File: src/rtl/regfile_wb_arbiter_pkg.sv
// Shared configuration for the register-file writeback arbiter: widths,
// writeback request record and grant bit positions.
package regfile_wb_arbiter_pkg;

  localparam int CFG_DATA_WIDTH   = 32;
  localparam int CFG_NUM_REGISTER = 32;
  localparam int CFG_ADDR_W       = $clog2(CFG_NUM_REGISTER);

  typedef struct packed {
    logic [CFG_ADDR_W-1:0]     addr;
    logic [CFG_DATA_WIDTH-1:0] data;
  } wb_req_t;

  localparam int WB_SRC_ALU = 0;
  localparam int WB_SRC_LSU = 1;

  localparam logic [15:0] STAT_MAX = 16'hFFFF;

endpackage

File: src/rtl/regfile_wb_arbiter_wb_hold_buf.sv
// wb_hold_buf: one-entry valid/ready writeback holding buffer. Requests that
// target x0 complete the handshake but are never stored.
module regfile_wb_arbiter_wb_hold_buf
  import regfile_wb_arbiter_pkg::*;
#(
  parameter int DATA_WIDTH = CFG_DATA_WIDTH,
  parameter int ADDR_W     = CFG_ADDR_W
) (
  input  logic                  clk,
  input  logic                  rst,
  input  logic                  valid,
  output logic                  ready,
  input  logic [ADDR_W-1:0]     req_addr,
  input  logic [DATA_WIDTH-1:0] req_data,
  input  logic                  grant,
  output logic                  load,
  output logic                  held,
  output logic [ADDR_W-1:0]     hold_addr,
  output logic [DATA_WIDTH-1:0] hold_data
);

  // A granted entry leaves on this edge, so its slot can be refilled at once.
  assign ready = ~held | grant;
  assign load  = valid & ready & (req_addr != '0);

  always_ff @(posedge clk or posedge rst) begin
    if (rst) begin
      held      <= 1'b0;
      hold_addr <= '0;
      hold_data <= '0;
    end else if (load) begin
      held      <= 1'b1;
      hold_addr <= req_addr;
      hold_data <= req_data;
    end else if (grant) begin
      held      <= 1'b0;
    end
  end

endmodule

File: src/rtl/regfile_wb_arbiter.sv
// Oldest-first arbiter sharing the register file write port between ALU and LSU.
// Optional saturating write/conflict counters behind REGFILE_WB_STATS_EN.
module regfile_wb_arbiter
  import regfile_wb_arbiter_pkg::*;
#(
  parameter int DATA_WIDTH   = CFG_DATA_WIDTH,
  parameter int NUM_REGISTER = CFG_NUM_REGISTER,
  localparam int ADDR_W      = $clog2(NUM_REGISTER)
) (
  input  logic                  clk_i,
  input  logic                  rst_i,
  input  logic                  alu_valid_i,
  output logic                  alu_ready_o,
  input  logic [ADDR_W-1:0]     alu_rd_addr_i,
  input  logic [DATA_WIDTH-1:0] alu_rd_data_i,
  input  logic                  lsu_valid_i,
  output logic                  lsu_ready_o,
  input  logic [ADDR_W-1:0]     lsu_rd_addr_i,
  input  logic [DATA_WIDTH-1:0] lsu_rd_data_i,
  output logic                  rf_we_o,
  output logic [ADDR_W-1:0]     rf_rd_addr_o,
  output logic [DATA_WIDTH-1:0] rf_rd_o,
  output logic [1:0]            grant_o
`ifdef REGFILE_WB_STATS_EN
  ,
  output logic [15:0]           stat_writes_o,
  output logic [15:0]           stat_conflict_o
`endif
);

  logic                  alu_held, lsu_held;
  logic                  alu_load, lsu_load;
  logic                  grant_alu, grant_lsu;
  logic [ADDR_W-1:0]     alu_addr, lsu_addr;
  logic [DATA_WIDTH-1:0] alu_data, lsu_data;
  logic                  older_is_lsu;
  logic                  alu_next_held, lsu_next_held;
  logic [1:0]            grant_next;

  regfile_wb_arbiter_wb_hold_buf #(.DATA_WIDTH(DATA_WIDTH), .ADDR_W(ADDR_W)) u_alu_buf (
    .clk       (clk_i),
    .rst       (rst_i),
    .valid     (alu_valid_i),
    .ready     (alu_ready_o),
    .req_addr  (alu_rd_addr_i),
    .req_data  (alu_rd_data_i),
    .grant     (grant_alu),
    .load      (alu_load),
    .held      (alu_held),
    .hold_addr (alu_addr),
    .hold_data (alu_data)
  );

  regfile_wb_arbiter_wb_hold_buf #(.DATA_WIDTH(DATA_WIDTH), .ADDR_W(ADDR_W)) u_lsu_buf (
    .clk       (clk_i),
    .rst       (rst_i),
    .valid     (lsu_valid_i),
    .ready     (lsu_ready_o),
    .req_addr  (lsu_rd_addr_i),
    .req_data  (lsu_rd_data_i),
    .grant     (grant_lsu),
    .load      (lsu_load),
    .held      (lsu_held),
    .hold_addr (lsu_addr),
    .hold_data (lsu_data)
  );

  always_comb begin
    grant_alu = alu_held & (~lsu_held | ~older_is_lsu);
    grant_lsu = lsu_held & (~alu_held | older_is_lsu);
    grant_next = 2'b00;
    grant_next[WB_SRC_ALU] = grant_alu;
    grant_next[WB_SRC_LSU] = grant_lsu;
    alu_next_held = alu_load | (alu_held & ~grant_alu);
    lsu_next_held = lsu_load | (lsu_held & ~grant_lsu);
  end

  // A fresh capture is always younger than a surviving entry; on a tie the LSU wins.
  always_ff @(posedge clk_i or posedge rst_i) begin
    if (rst_i) begin
      older_is_lsu <= 1'b0;
    end else if (alu_next_held && lsu_next_held) begin
      if (alu_load)      older_is_lsu <= 1'b1;
      else if (lsu_load) older_is_lsu <= 1'b0;
    end else begin
      older_is_lsu <= lsu_next_held;
    end
  end

  always_ff @(posedge clk_i or posedge rst_i) begin
    if (rst_i) begin
      rf_we_o      <= 1'b0;
      rf_rd_addr_o <= '0;
      rf_rd_o      <= '0;
      grant_o      <= 2'b00;
    end else begin
      rf_we_o <= grant_alu | grant_lsu;
      grant_o <= grant_next;
      if (grant_lsu) begin
        rf_rd_addr_o <= lsu_addr;
        rf_rd_o      <= lsu_data;
      end else if (grant_alu) begin
        rf_rd_addr_o <= alu_addr;
        rf_rd_o      <= alu_data;
      end
    end
  end

`ifdef REGFILE_WB_STATS_EN
  always_ff @(posedge clk_i or posedge rst_i) begin
    if (rst_i) begin
      stat_writes_o   <= '0;
      stat_conflict_o <= '0;
    end else begin
      if (rf_we_o && stat_writes_o != STAT_MAX)
        stat_writes_o <= stat_writes_o + 16'd1;
      if (alu_held && lsu_held && stat_conflict_o != STAT_MAX)
        stat_conflict_o <= stat_conflict_o + 16'd1;
    end
  end
`endif

endmodule
File: config.mk
export PLATFORM = sky130hd
export DESIGN_NAME = regfile_wb_arbiter
export DESIGN_NICKNAME = d
export VERILOG_FILES = /design/src/rtl/regfile_wb_arbiter_pkg.sv /design/src/rtl/regfile_wb_arbiter_wb_hold_buf.sv /design/src/rtl/regfile_wb_arbiter.sv
export SDC_FILE = /design/constraint.sdc
export NUM_CORES = 1
export LEC_CHECK = 0
export ABC_AREA = 0
export CAP_MARGIN = 0
export CORE_ASPECT_RATIO = 0.75
export CORE_MARGIN = 4
export CORE_UTILIZATION = 30
export CTS_CLUSTER_SIZE = 12
export DETAILED_ROUTE_END_ITERATION = 7
export PLACE_DENSITY = 0.64
export RECOVER_POWER = 25
export SLEW_MARGIN = 20
export SYNTH_ARGS = -nofsm -noshare
export SYNTH_HDL_FRONTEND = slang
export SYNTH_HIERARCHICAL = 1
export SYNTH_SLANG_ARGS = --single-unit
File: constraint.sdc
create_clock -name clk_i -period 2.4 [get_ports clk_i]
set_clock_uncertainty 0.2 [all_clocks]
set_input_delay 0.48 -clock clk_i [delete_from_list [all_inputs] [get_ports clk_i]]
set_output_delay 0.48 -clock clk_i [all_outputs]
set_load 0.01 [all_outputs]
# ---- Word-level counts from Yosys, hierarchy flattened
# Index checks and enable logic that the tools add are counted.
dict set report totals {
  output_inout_bits 42
  inputBits 78
  ram_bits 0
  mem_count 0
  latch_bits 0
  rom_bits 0
  ff_bits 117
  wordCells 49
}
dict set report classes {
  n_shift 0
  addsub 0
  n_eq_ne 1
  n_bitwise 20
  mux 11
  magnitude_cmp 0
  mul 0
  reduce_logical 6
  div 0
}
# operator count
set ops {}
lappend ops {{32-bit 2-to-1 mux} 2}
lappend ops {{5-bit 2-to-1 mux} 2}
lappend ops {{5-bit nonzero test} 2}
lappend ops {{1-bit bitwise AND} 8}
lappend ops {{1-bit 2-to-1 mux} 7}
lappend ops {{1-bit OR} 7}
lappend ops {{2-bit nonzero test} 3}
lappend ops {{1-bit inverter} 5}
lappend ops {{3-bit inequality test, second input constant} 1}
lappend ops {{1-bit logical AND} 1}

# ---- Longest topological paths before layout
# Gate-level depths: netlist of run 1.
dict set report depth {
  depth_word 9
  ltp_mapped 12
}

# ---- Modules after synthesis
# Netlist of run 1, hierarchy kept.
# mod n_inst area_each_um2 cells_per_inst
set by_module_without_submodules {}
lappend by_module_without_submodules {regfile_wb_arbiter_wb_hold_buf 2 1465.2 87}
lappend by_module_without_submodules {regfile_wb_arbiter 1 2262.2 223}

# ---- Least setup slack after synthesis of run 1
# Ideal clock, no wire load.
dict set report synth_path {
  path_type {reg-to-reg}
  startpoint {register u_lsu_buf.held}
  endpoint {register older_is_lsu}
  period_less_slack_ns 2.276
  n_path_buf 5
  arrival_time_ns 1.955
  setup_slack_ns 0.124
  stages_incl_launch_ff 13
  setup_ns 0.122
  cell_sequence {dfrtp_1 > buf_4 > nand2_2 > buf_6 > buf_6 > and2_1 > nand2b_1 > o311ai_4 > buf_6 > buf_6 > inv_1 > nand3b_1 > a32o_1}
}
dict set report synth_via {
  elab_chain_len 9
  elab_cells_between_ends 20
}
# element line
set synth_rtl {}
lappend synth_rtl {{start: declaration} regfile_wb_arbiter_wb_hold_buf.sv:17} ;# output logic held,
lappend synth_rtl {{start signal: assignment} regfile_wb_arbiter_wb_hold_buf.sv:28} ;# held <= 1'b0;
lappend synth_rtl {{start signal: assignment} regfile_wb_arbiter_wb_hold_buf.sv:32} ;# held <= 1'b1;
lappend synth_rtl {{start signal: assignment} regfile_wb_arbiter_wb_hold_buf.sv:36} ;# held <= 1'b0;
lappend synth_rtl {{1-bit inverter *} regfile_wb_arbiter.sv:69} ;# grant_alu = alu_held & (~lsu_held | ~older_is_lsu);
lappend synth_rtl {{1-bit OR *} regfile_wb_arbiter.sv:69}
lappend synth_rtl {{1-bit bitwise AND *} regfile_wb_arbiter.sv:69}
lappend synth_rtl {{net grant_alu} regfile_wb_arbiter.sv:33} ;# logic grant_alu, grant_lsu;
lappend synth_rtl {{1-bit OR *} regfile_wb_arbiter_wb_hold_buf.sv:23} ;# assign ready = ~held | grant;
lappend synth_rtl {{net alu_ready_o} regfile_wb_arbiter.sv:13} ;# output logic alu_ready_o,
lappend synth_rtl {{1-bit bitwise AND * (2 in a row)} regfile_wb_arbiter_wb_hold_buf.sv:24} ;# assign load = valid & ready & (req_addr != '0);
lappend synth_rtl {{net alu_load} regfile_wb_arbiter.sv:32} ;# logic alu_load, lsu_load;
lappend synth_rtl {{1-bit OR} regfile_wb_arbiter.sv:74} ;# alu_next_held = alu_load | (alu_held & ~grant_alu);
lappend synth_rtl {{1-bit logical AND} regfile_wb_arbiter.sv:82} ;# end else if (alu_next_held && lsu_next_held) begin
lappend synth_rtl {{3-bit inequality test (no line) or 1-bit 2-to-1 mux (tied branches)} -}
lappend synth_rtl {{end signal: assignment} regfile_wb_arbiter.sv:86} ;# older_is_lsu <= lsu_next_held;
lappend synth_rtl {{end: declaration} regfile_wb_arbiter.sv:36} ;# logic older_is_lsu;
# Mark *: on every way through the listed nets, which the timed path passes. The rest lies on a longest branch.
# A chain may end at the register's enable or synchronous reset.

# ---- Final worst setup path of run 1
dict set report layout_path {
  startpoint {input port alu_rd_addr_i[1]}
  endpoint {register older_is_lsu}
}
dict set report layout_via {
  elab_chain_len 5
  elab_cells_between_ends 7
}
# element line
set layout_rtl {}
lappend layout_rtl {{start: declaration} regfile_wb_arbiter.sv:14} ;# input logic [ADDR_W-1:0] alu_rd_addr_i,
lappend layout_rtl {{5-bit nonzero test *} regfile_wb_arbiter_wb_hold_buf.sv:24}
lappend layout_rtl {{1-bit bitwise AND *} regfile_wb_arbiter_wb_hold_buf.sv:24}
lappend layout_rtl {{net alu_load} regfile_wb_arbiter.sv:32}
lappend layout_rtl {{1-bit OR} regfile_wb_arbiter.sv:74}
lappend layout_rtl {{1-bit logical AND} regfile_wb_arbiter.sv:82}
lappend layout_rtl {{3-bit inequality test (no line) or 1-bit 2-to-1 mux (tied branches)} -}
# Marks and branches as above.

==> results.sh, run 1 <==
export IMPL_p_per_area_mw_per_mm2=1360
export IMPL_yosysTopAreaCell="dfrtp_1"
export IMPL_yosys_warnings=6
export IMPL_ios=120
export IMPL_track_usage_pct=14.8
export IMPL_hp_class="register to register"
export IMPL_via_count=3758
export IMPL_synth_ff_type="dfrtp_1"
export IMPL_critPathTopFamily="buffers and inverters"
export IMPL_yosys_register_bits=117
export IMPL_syn_num_nets=475
export IMPL_placementRows=41
export IMPL_path_cells="clkdlybuf4s50_1 -> or3_4 -> o311ai_4 -> buf_12 -> inv_1 -> nand3b_1 -> a32o_1"
export IMPL_drv_slew=0
export IMPL_p_int_mw=6.70
export IMPL_pwr_share_comb_pct=37.2
export IMPL_p_leak_nw=3.21
export IMPL_cts_sinks=117
export IMPL_area_growth_pct=38.9
export IMPL_gp_congestion=0.724
export IMPL_endpoint_kind="register"
export IMPL_power_frac_seq_pct=36.6
export IMPL_setup_viol=0
export IMPL_coreArea_sq_mm=0.0169
export IMPL_drt_iter0_markers=171
export IMPL_path_max_fanout=24
export IMPL_start_kind="primary input"
export IMPL_ant_nets=0
export IMPL_wl_mm=13.7
export IMPL_dieArea_sq_mm=0.0195
export IMPL_status="completed"
export IMPL_cts_tree="done"
export IMPL_grt_pass1_wl_mm=22.3
export IMPL_cts_htree_levels=4
export IMPL_cp_slowest_cell="clkdlybuf4s50_1"
export IMPL_die_x_microns=160
export IMPL_final_seq_area_sq_mm=0.00293
export IMPL_postSynthAreaPerCell_sq_um=13.1
export IMPL_ys_seq_area_share_pct=56.4
export IMPL_fillers=1534
export IMPL_synth_most_common_cell="dfrtp_1"
export IMPL_numPortBuffers=119
export IMPL_nNetsFinal=602
export IMPL_tightestPinTransition_ns=1.14
export IMPL_async_flop_share_pct=100
export IMPL_utilization_pct=42.7
export IMPL_syn_cell_area_sq_mm=0.00519
export IMPL_timing_final_crit_period_ns=2.21
export IMPL_rsz0062_at_grt="no"
export IMPL_switching_share_pct=31.8
export IMPL_post_drt_via_cell_ratio=5.00
export IMPL_netlist_top_cells_count="117 x dfrtp_1, 37 x a31oi_1, 37 x and3_1, 37 x mux2i_1, 37 x o21ai_1"
export IMPL_die_y_microns=122
export IMPL_synth_edf_count=0
export IMPL_crit_type="primary input to register"
export IMPL_grt_antenna_before_repair=2
export IMPL_synth_top_area_share_pct=56.4
export IMPL_finalSetupTns_ns=0
export IMPL_drcViolationCount=0
export IMPL_numCtsBuffers=17
export IMPL_path_buf_inv=3
export IMPL_cts_root_buf="clkbuf_16"
export IMPL_peakVddDrop_v=0.000464
export IMPL_synth_area_top_cells="dfrtp_1 56%, mux2_2 7.8%, mux2i_1 7.1%, mux2_1 6.1%, a31oi_1 4.5%"
export IMPL_syn_instance_count=397
export IMPL_dpl_hpwl_mm=9.19
export IMPL_multiInputGateArea_sq_mm=0.00200
export IMPL_first_pass_iters=4
export IMPL_grt_overflow=0
export IMPL_grt_pass1_vias=4078
export IMPL_clock_fmax_ghz=0.451
export IMPL_initial_core_util_pct=30.8
export IMPL_crit_required_ns=2.48
export IMPL_cap_violations=0
export IMPL_grt_max_degree=39
export IMPL_wl_per_cell_microns=18.3
export IMPL_finalCritPeriodShare_pct=92.3
export IMPL_cts_hold_buf=0
export IMPL_cpPeakStageDelay_ns=0.46
export IMPL_drive_gt1_share_pct=17.4
export IMPL_relSlewSlack_pct=24.2
export IMPL_hold_slack_ns=0.294
export IMPL_ys_types=25
export IMPL_p_sw_mw=3.12
export IMPL_clk_latency_ns=0.40
export IMPL_crit_arrival_ns=2.30
export IMPL_path_clk_slew_ns=0.05
export IMPL_power_mw=9.82
export IMPL_hold_violations=0
export IMPL_clkPwrFrac_pct=26.2
export IMPL_clock_tree_buffer_depth=2
[registers in the layout (all words and copies together) (netlist names)]
| signal | count |
|---|---|
| grant_o | 2 |
| older_is_lsu | 1 |
| rf_rd_addr_o | 5 |
| rf_rd_o | 32 |
| rf_we_o | 1 |
| u_alu_buf/held | 1 |
| u_alu_buf/hold_addr | 5 |
| u_alu_buf/hold_data | 32 |
| u_lsu_buf/held | 1 |
| u_lsu_buf/hold_addr | 5 |
| u_lsu_buf/hold_data | 32 |
[layout make-up]
cell class / count / area share [%]
inverter: 6 / 0.312
multi-input combinational: 240 / 27.8
clock inverter: 4 / 1.32
timing repair buffer: 142 / 19.3
clock buffer: 26 / 6.92
tap: 215 / 3.73
sequential: 117 / 40.7
antenna: 1 / 0.0347
[stage by stage]
step | worst slack, ns | std cells | area, sq um
after floorplan | 0.124 | 397 | 5190
after detailed placement | -0.221 | 719 | 6620
final | 0.185 | 751 | 7210
after global routing | 0.102 | 751 | 7210
after CTS | 0.0238 | 750 | 7230
after global placement | -0.213 | 719 | 6620
[worst paths after layout]
path,start,to,cells after the start,slack [ns]
worst max-delay path,alu_rd_addr_i[1],older_is_lsu,7,0.19
worst min-delay path,u_alu_buf/hold_data[22],u_alu_buf/hold_data[22],1,0.29
worst max register to register,u_lsu_buf/held,older_is_lsu,10,0.25
worst min register to register,u_alu_buf/hold_data[22],u_alu_buf/hold_data[22],1,0.29
max in group asynchronous,rst_i,rf_rd_o[29],3,0.54
min in group asynchronous,rst_i,rf_rd_o[22],3,0.49
[layout by cell type (no fill, tap or decap), types with 2 or more instances in the layout]
| master | Yosys | routed |
|---|---|---|
| clkbuf_8 | 0 | 4 |
| buf_4 | 6 | 18 |
| mux2i_1 | 37 | 37 |
| clkbuf_1 | 8 | 6 |
| mux2_2 | 36 | 36 |
| and3_1 | 37 | 37 |
| clkbuf_16 | 0 | 17 |
| a22o_1 | 10 | 10 |
| mux2_1 | 28 | 28 |
| o311ai_4 | 2 | 2 |
| clkinv_1 | 0 | 2 |
| clkdlybuf4s50_1 | 0 | 116 |
| clkbuf_2 | 0 | 2 |
| o31ai_1 | 2 | 2 |
| dfrtp_1 | 117 | 115 |
| o21ai_1 | 37 | 37 |
| buf_12 | 0 | 3 |
| bufinv_16 | 0 | 3 |
| or3_4 | 2 | 2 |
| inv_1 | 6 | 4 |
| a31oi_1 | 37 | 37 |
| and2_1 | 3 | 3 |
| nand2_1 | 2 | 2 |
[layer usage]
layer  share of wire (%)  GRT usage, %  wire length (microns)  up-vias
met2                  45          23.0                   6210      118
li1                    -             -                      -     1725
met3                 5.8          4.73                    799       20
met5               0.095             0                     13        -
met4                 1.7          5.10                    236        2
met1                  47          19.7                   6490     1893
[cells by family (layout without fill, tap and decap cells)]
family                 Yosys count  after routing  synth area share, %
AOI/OAI and AO/OA               90             90                 11.3
muxes                          101            101                 21.0
buffers and inverters           40            178                 5.23
and+or+nand+nor                 49             49                 6.02
DFF                            117            117                 56.4
other                            0              1                    0
[power groups by stage]
stage               sequential (mW)  combinational, mW  clock (mW)
finish                         3.60               3.65        2.57
floorplan                      3.58               2.25           0
global placement               3.59               3.56           0
detailed placement             3.63               3.67           0
global route                   3.72               4.01        2.73
CTS                            3.61               3.72        2.64
[what timing repair did]
item,CTS,global route
endpoints found under the setup margin,2,1
setup buffers,1,0
gates resized for setup,4,2
Power figures use the tool's default switching activity.
==> inputs of run 2 (changes only) <==
CORE_ASPECT_RATIO = not set   (was 0.75)
==> run 2 against run 1 <==
Non-clock buffer count is 2 higher. Core utilization is 0.64 points higher. Clock power increased by 2%. Die area is 0.11% lower. Hold slack about the same. Sequential power about the same. Cell area is 0.78% higher. Wire length fell by 2.0%. Global-route usage down 0.54 points. Sequential cell count did not move. Fmax fell by 4.7%. First-iteration DRC count fell by 6.4%.
==> results.sh, run 2 (synthesis gave the netlist of run 1 again) <==
export IMPL_wl_per_cell_microns=17.8
export IMPL_clock_tree_buffer_depth=2
export IMPL_finalCritPeriodShare_pct=96.8
export IMPL_clk_latency_ns=0.41
export IMPL_grt_max_degree=76
export IMPL_crit_type="register to output port"
export IMPL_antenna_cells=0
export IMPL_cap_violations=0
export IMPL_min_from="u_alu_buf/hold_data[10]"
export IMPL_hold_slack_ns=0.295
export IMPL_nNetsFinal=604
export IMPL_rr_worst_depth=6
export IMPL_cts_tree="done"
export IMPL_post_drt_via_cell_ratio=4.94
export IMPL_p_int_mw=6.74
export IMPL_timing_final_crit_period_ns=2.32
export IMPL_grt_use_met3_pct=4.46
export IMPL_hold_depth=1
export IMPL_p_leak_nw=3.25
export IMPL_grt_pass1_wl_mm=21.8
export IMPL_path_max_fanout=4
export IMPL_crit_arrival_ns=1.64
export IMPL_top_usage_layer="met2"
export IMPL_dpl_hpwl_mm=8.90
export IMPL_crit_required_ns=1.72
export IMPL_placementRows=47
export IMPL_die_y_microns=140
export IMPL_power_frac_seq_pct=36.3
export IMPL_grt_overflow=0
export IMPL_pwr_share_comb_pct=37.0
export IMPL_cts_root_buf="clkbuf_16"
export IMPL_initial_core_util_pct=31.0
export IMPL_track_usage_pct=14.3
export IMPL_multiInputGateArea_sq_mm=0.00200
export IMPL_numPortBuffers=119
export IMPL_startpoint="older_is_lsu"
export IMPL_status="completed"
export IMPL_clkPwrFrac_pct=26.6
export IMPL_drcViolationCount=0
export IMPL_p_sw_mw=3.15
export IMPL_numCtsBuffers=17
export IMPL_cts_sinks=117
export IMPL_final_common_cell="clkdlybuf4s50_1"
export IMPL_coreArea_sq_mm=0.0168
export IMPL_cts_htree_levels=4
export IMPL_ant_nets=0
export IMPL_path_clk_slew_ns=0.05
export IMPL_via_count=3753
export IMPL_drv_slew=0
export IMPL_utilization_pct=43.4
export IMPL_fillers=1528
export IMPL_tightestPinTransition_ns=0.964
export IMPL_start_kind="register"
export IMPL_reg2reg_from="u_lsu_buf/held"
export IMPL_top_regs="rf_rd_o: 32 flops, u_alu_buf/hold_data: 32 flops, u_lsu_buf/hold_data: 32 flops"
export IMPL_hold_violations=0
export IMPL_drt_iter0_markers=160
export IMPL_relSlewSlack_pct=35.7
export IMPL_hp_class="register to register"
export IMPL_grt_pass1_vias=4134
export IMPL_first_pass_iters=4
export IMPL_final_seq_area_sq_mm=0.00293
export IMPL_drive_gt1_share_pct=18.6
export IMPL_gp_congestion=0.750
export IMPL_die_x_microns=140
export IMPL_clock_fmax_ghz=0.430
export IMPL_p_per_area_mw_per_mm2=1360
export IMPL_dieArea_sq_mm=0.0195
export IMPL_final_cell_mix="116 x clkdlybuf4s50_1, 115 x dfrtp_1"
export IMPL_global_route_usage_met2_pct=23.6
export IMPL_switching_share_pct=31.8
export IMPL_endpoint_kind="output port"
export IMPL_wl_mm=13.5
export IMPL_area_growth_pct=40.0
export IMPL_ios=120
export IMPL_grt_antenna_before_repair=0
export IMPL_setup_viol=0
export IMPL_peakVddDrop_v=0.000522
export IMPL_rsz0062_at_grt="no"
export IMPL_cts_hold_buf=0
export IMPL_met1_usage_pct=17.2
-- run 2: cell types whose count changed in the layout (fill, tap and decap cells not counted), sizes merged --
cell         delta
buf             +3
clkbuf          -5
clkinv          +2
clkinvlp        +1
diode           -1
dlygate4sd2     +1
inv             +2
-- run 2: critical path, stage by stage (launching register included) --
cell           delay [ns]
dfrtp_1              0.35
buf_4                0.12
nand2_2              0.04
and2_1               0.16
nand2b_2             0.24
dlygate4sd2_1        0.32
-- run 2: final timing paths --
path | end | slack, ns
hold / removal | u_alu_buf/hold_data[10] | 0.29
max in group asynchronous | u_alu_buf/held | 0.45
setup reg to reg | u_lsu_buf/hold_data[4] | 0.34
min in group asynchronous | u_alu_buf/hold_data[19] | 0.45
setup / recovery | alu_ready_o | 0.08
hold reg to reg | u_alu_buf/hold_data[10] | 0.29
-- run 2: power groups by stage --
stage / logic, mW / clock network, mW / registers (mW)
floorplan: 2.25 / 0 / 3.58
global placement: 3.57 / 0 / 3.59
detailed placement: 3.68 / 0 / 3.62
CTS: 3.72 / 2.70 / 3.60
global route: 4.01 / 2.78 / 3.71
finish: 3.66 / 2.63 / 3.59
-- run 2: final cells by class --
type | count | share of cell area [%]
clock inverters | 9 | 1.69
flip-flops and latches | 117 | 40.3
well taps | 220 | 3.79
inverters | 6 | 0.310
repair buffers | 144 | 19.6
multi-input cells | 240 | 27.4
clock buffers | 23 | 6.85
-- run 2: timing repair --
item                                    CTS  global route
endpoints found under the setup margin    2             0
hold endpoints to repair                  0             0
buffers inserted                          1             0
resized for setup                         4             0
-- run 2: routing by layer --
metal  vias to the layer above  routed length, microns
met4                         0                     238
met1                      1887                    5860
li1                       1734                       -
met3                        19                     683
met2                       113                    6700
met5                         -                       0
-- run 2: metrics by stage --
stage          area, sq um  setup slack (ns)  TNS (ns)  power (mW)  instances
2_1_floorplan         5190             0.124         0        5.83        397
3_3_place_gp          6660            -0.171     -9.18        7.16        726
3_5_place_dp          6660            -0.207    -11.38        7.30        726
4_1_cts               7290            0.0433         0        10.0        759
5_1_grt               7270           0.00373         0        10.5        759
6_report              7270            0.0763         0        9.89        759
==> inputs of run 3 (changes only) <==
GPL_TIMING_DRIVEN = 0   (was not set)
==> run 3 against run 2 <==
Register-to-register slack got worse by 0.22 ns. Sequential cell count did not move. First-iteration DRC count fell by 8.1%. Combinational power rose by 5.7%. Clock power rose by 5%. Die area did not move. Cell area rose by 1.5%. Total power rose by 3.4%. Cell count rose by 1.7%. Critical path type unchanged. Critical endpoint is now lsu_ready_o. Largest cell class unchanged. Highest routed layer unchanged.
==> results.sh, run 3 (synthesis gave the netlist of run 1 again) <==
export IMPL_wl_per_cell_microns=18.4
export IMPL_clock_tree_buffer_depth=2
export IMPL_drv_slew=0
export IMPL_cts_hold_buf=0
export IMPL_path_max_fanout=4
export IMPL_cap_violations=0
export IMPL_finalCritPeriodShare_pct=97.3
export IMPL_timing_final_crit_period_ns=2.33
export IMPL_clk_latency_ns=0.40
export IMPL_rr_worst_depth=11
export IMPL_relSlewSlack_pct=48.6
export IMPL_hold_slack_ns=0.292
export IMPL_numCtsBuffers=17
export IMPL_peakVddDrop_v=0.000607
export IMPL_coreArea_sq_mm=0.0168
export IMPL_crit_arrival_ns=1.65
export IMPL_reg2reg_from="u_lsu_buf/held"
export IMPL_rsz0062_at_grt="no"
export IMPL_hp_class="register to register"
export IMPL_tightestPinTransition_ns=0.772
export IMPL_nNetsFinal=617
export IMPL_cts_htree_levels=4
export IMPL_grt_antenna_before_repair=0
export IMPL_p_leak_nw=3.30
export IMPL_cts_root_buf="clkbuf_16"
export IMPL_placed_area_sq_mm=0.00673
export IMPL_grt_max_degree=28
export IMPL_multiInputGateArea_sq_mm=0.00201
export IMPL_grt_overflow=0
export IMPL_layout_setup_ws_ns=0.0652
export IMPL_fillers=1530
export IMPL_status="completed"
export IMPL_power_mw=10.2
export IMPL_first_pass_iters=4
export IMPL_area_growth_pct=42.2
export IMPL_cts_sinks=117
export IMPL_p_per_area_mw_per_mm2=1390
export IMPL_ios=120
export IMPL_endpoint_kind="output port"
export IMPL_gp_congestion=0.802
export IMPL_drt_iter0_markers=147
export IMPL_grt_pass1_vias=4225
export IMPL_crit_required_ns=1.72
export IMPL_utilization_pct=44.1
export IMPL_start_kind="register"
export IMPL_drcViolationCount=0
export IMPL_path_clk_slew_ns=0.06
export IMPL_final_seq_area_sq_mm=0.00293
export IMPL_drive_gt1_share_pct=19.6
export IMPL_dieArea_sq_mm=0.0195
export IMPL_hold_violations=0
export IMPL_dpl_hpwl_mm=10.3
export IMPL_placementRows=47
export IMPL_numPortBuffers=119
export IMPL_startpoint="u_lsu_buf/held"
export IMPL_final_cell_mix="117 x dfrtp_1, 116 x clkdlybuf4s50_1"
export IMPL_ant_nets=0
export IMPL_min_from="u_alu_buf/hold_data[22]"
export IMPL_grt_pass1_wl_mm=23.0
export IMPL_cts_tree="done"
export IMPL_post_drt_via_cell_ratio=4.93
export IMPL_die_x_microns=140
export IMPL_via_count=3806
export IMPL_wl_mm=14.2
export IMPL_initial_core_util_pct=31.0
export IMPL_design_area_sq_mm=0.00738
export IMPL_final_common_cell="dfrtp_1"
export IMPL_crit_type="register to output port"
export IMPL_track_usage_pct=15.1
export IMPL_die_y_microns=140
export IMPL_setup_viol=0
export IMPL_clock_fmax_ghz=0.428
export IMPL_antenna_cells=0
export IMPL_pre_cts_slack_ns=-0.317
export IMPL_hold_depth=1
export IMPL_top_regs="rf_rd_o: 32 flops, u_alu_buf/hold_data: 32 flops, u_lsu_buf/hold_data: 32 flops"
-- run 3: changes by cell type in the layout (fill, tap and decap cells not counted), moves of 4 or more --
cell,change
buf_4,-10
buf_6,+9
buf_2,+7
clkbuf_1,+7
clkbuf_8,-4
-- run 3: critical path, stage by stage, from the launching register on --
cell	delay [ns]
dfrtp_1	0.43
buf_6	0.15
buf_12	0.11
a21boi_2	0.15
nand2b_4	0.17
clkdlybuf4s15_2	0.23
-- run 3: final timing paths --
check	to	slack, ns
worst max-delay path	lsu_ready_o	0.07
worst min-delay path	u_alu_buf/hold_data[22]	0.29
worst max register to register	older_is_lsu	0.12
worst min register to register	u_alu_buf/hold_data[22]	0.29
max in group asynchronous	rf_rd_o[29]	0.39
min in group asynchronous	rf_rd_o[17]	0.44
-- run 3: metal layers --
metal	vias up	track usage (%)	wire (microns)	part of all wire (%)
met3	18	4.91	964	6.8
met4	0	5.05	225	1.6
met2	132	24.3	6920	49
met1	1902	19.3	6120	43
li1	1754	-	-	-
met5	-	0	0	0
-- run 3: metrics by stage --
| step | instances | TNS [ns] |
|---|---|---|
| global placement | 736 | -36.24 |
| detailed placement | 739 | -11.75 |
| floorplan | 397 | 0 |
| CTS | 772 | 0 |
| global route | 772 | 0 |
| finish | 772 | 0 |
-- run 3: final cells by class --
cell class / instances / share of cell area [%]
well taps: 220 / 3.73
plain buffers: 31 / 3.39
repair buffers: 126 / 16.9
multi-input cells: 240 / 27.2
clock inverters: 13 / 2.78
inverters: 6 / 0.305
flip-flops and latches: 117 / 39.7
clock buffers: 19 / 6.00
-- run 3: what timing repair did --
action                     4_1_cts  5_1_grt
setup endpoints to repair       56        2
gates resized for setup         18        4
gates cloned                     0        0
setup buffers                    4        0
-- run 3: where the power goes --
| part | internal [mW] | switching, mW | total [mW] |
|---|---|---|---|
| combinational | 2.12 | 1.75 | 3.87 |
| sequential | 2.97 | 0.633 | 3.61 |
| clock | 1.86 | 0.886 | 2.75 |
| total | 6.96 | 3.27 | 10.2 |
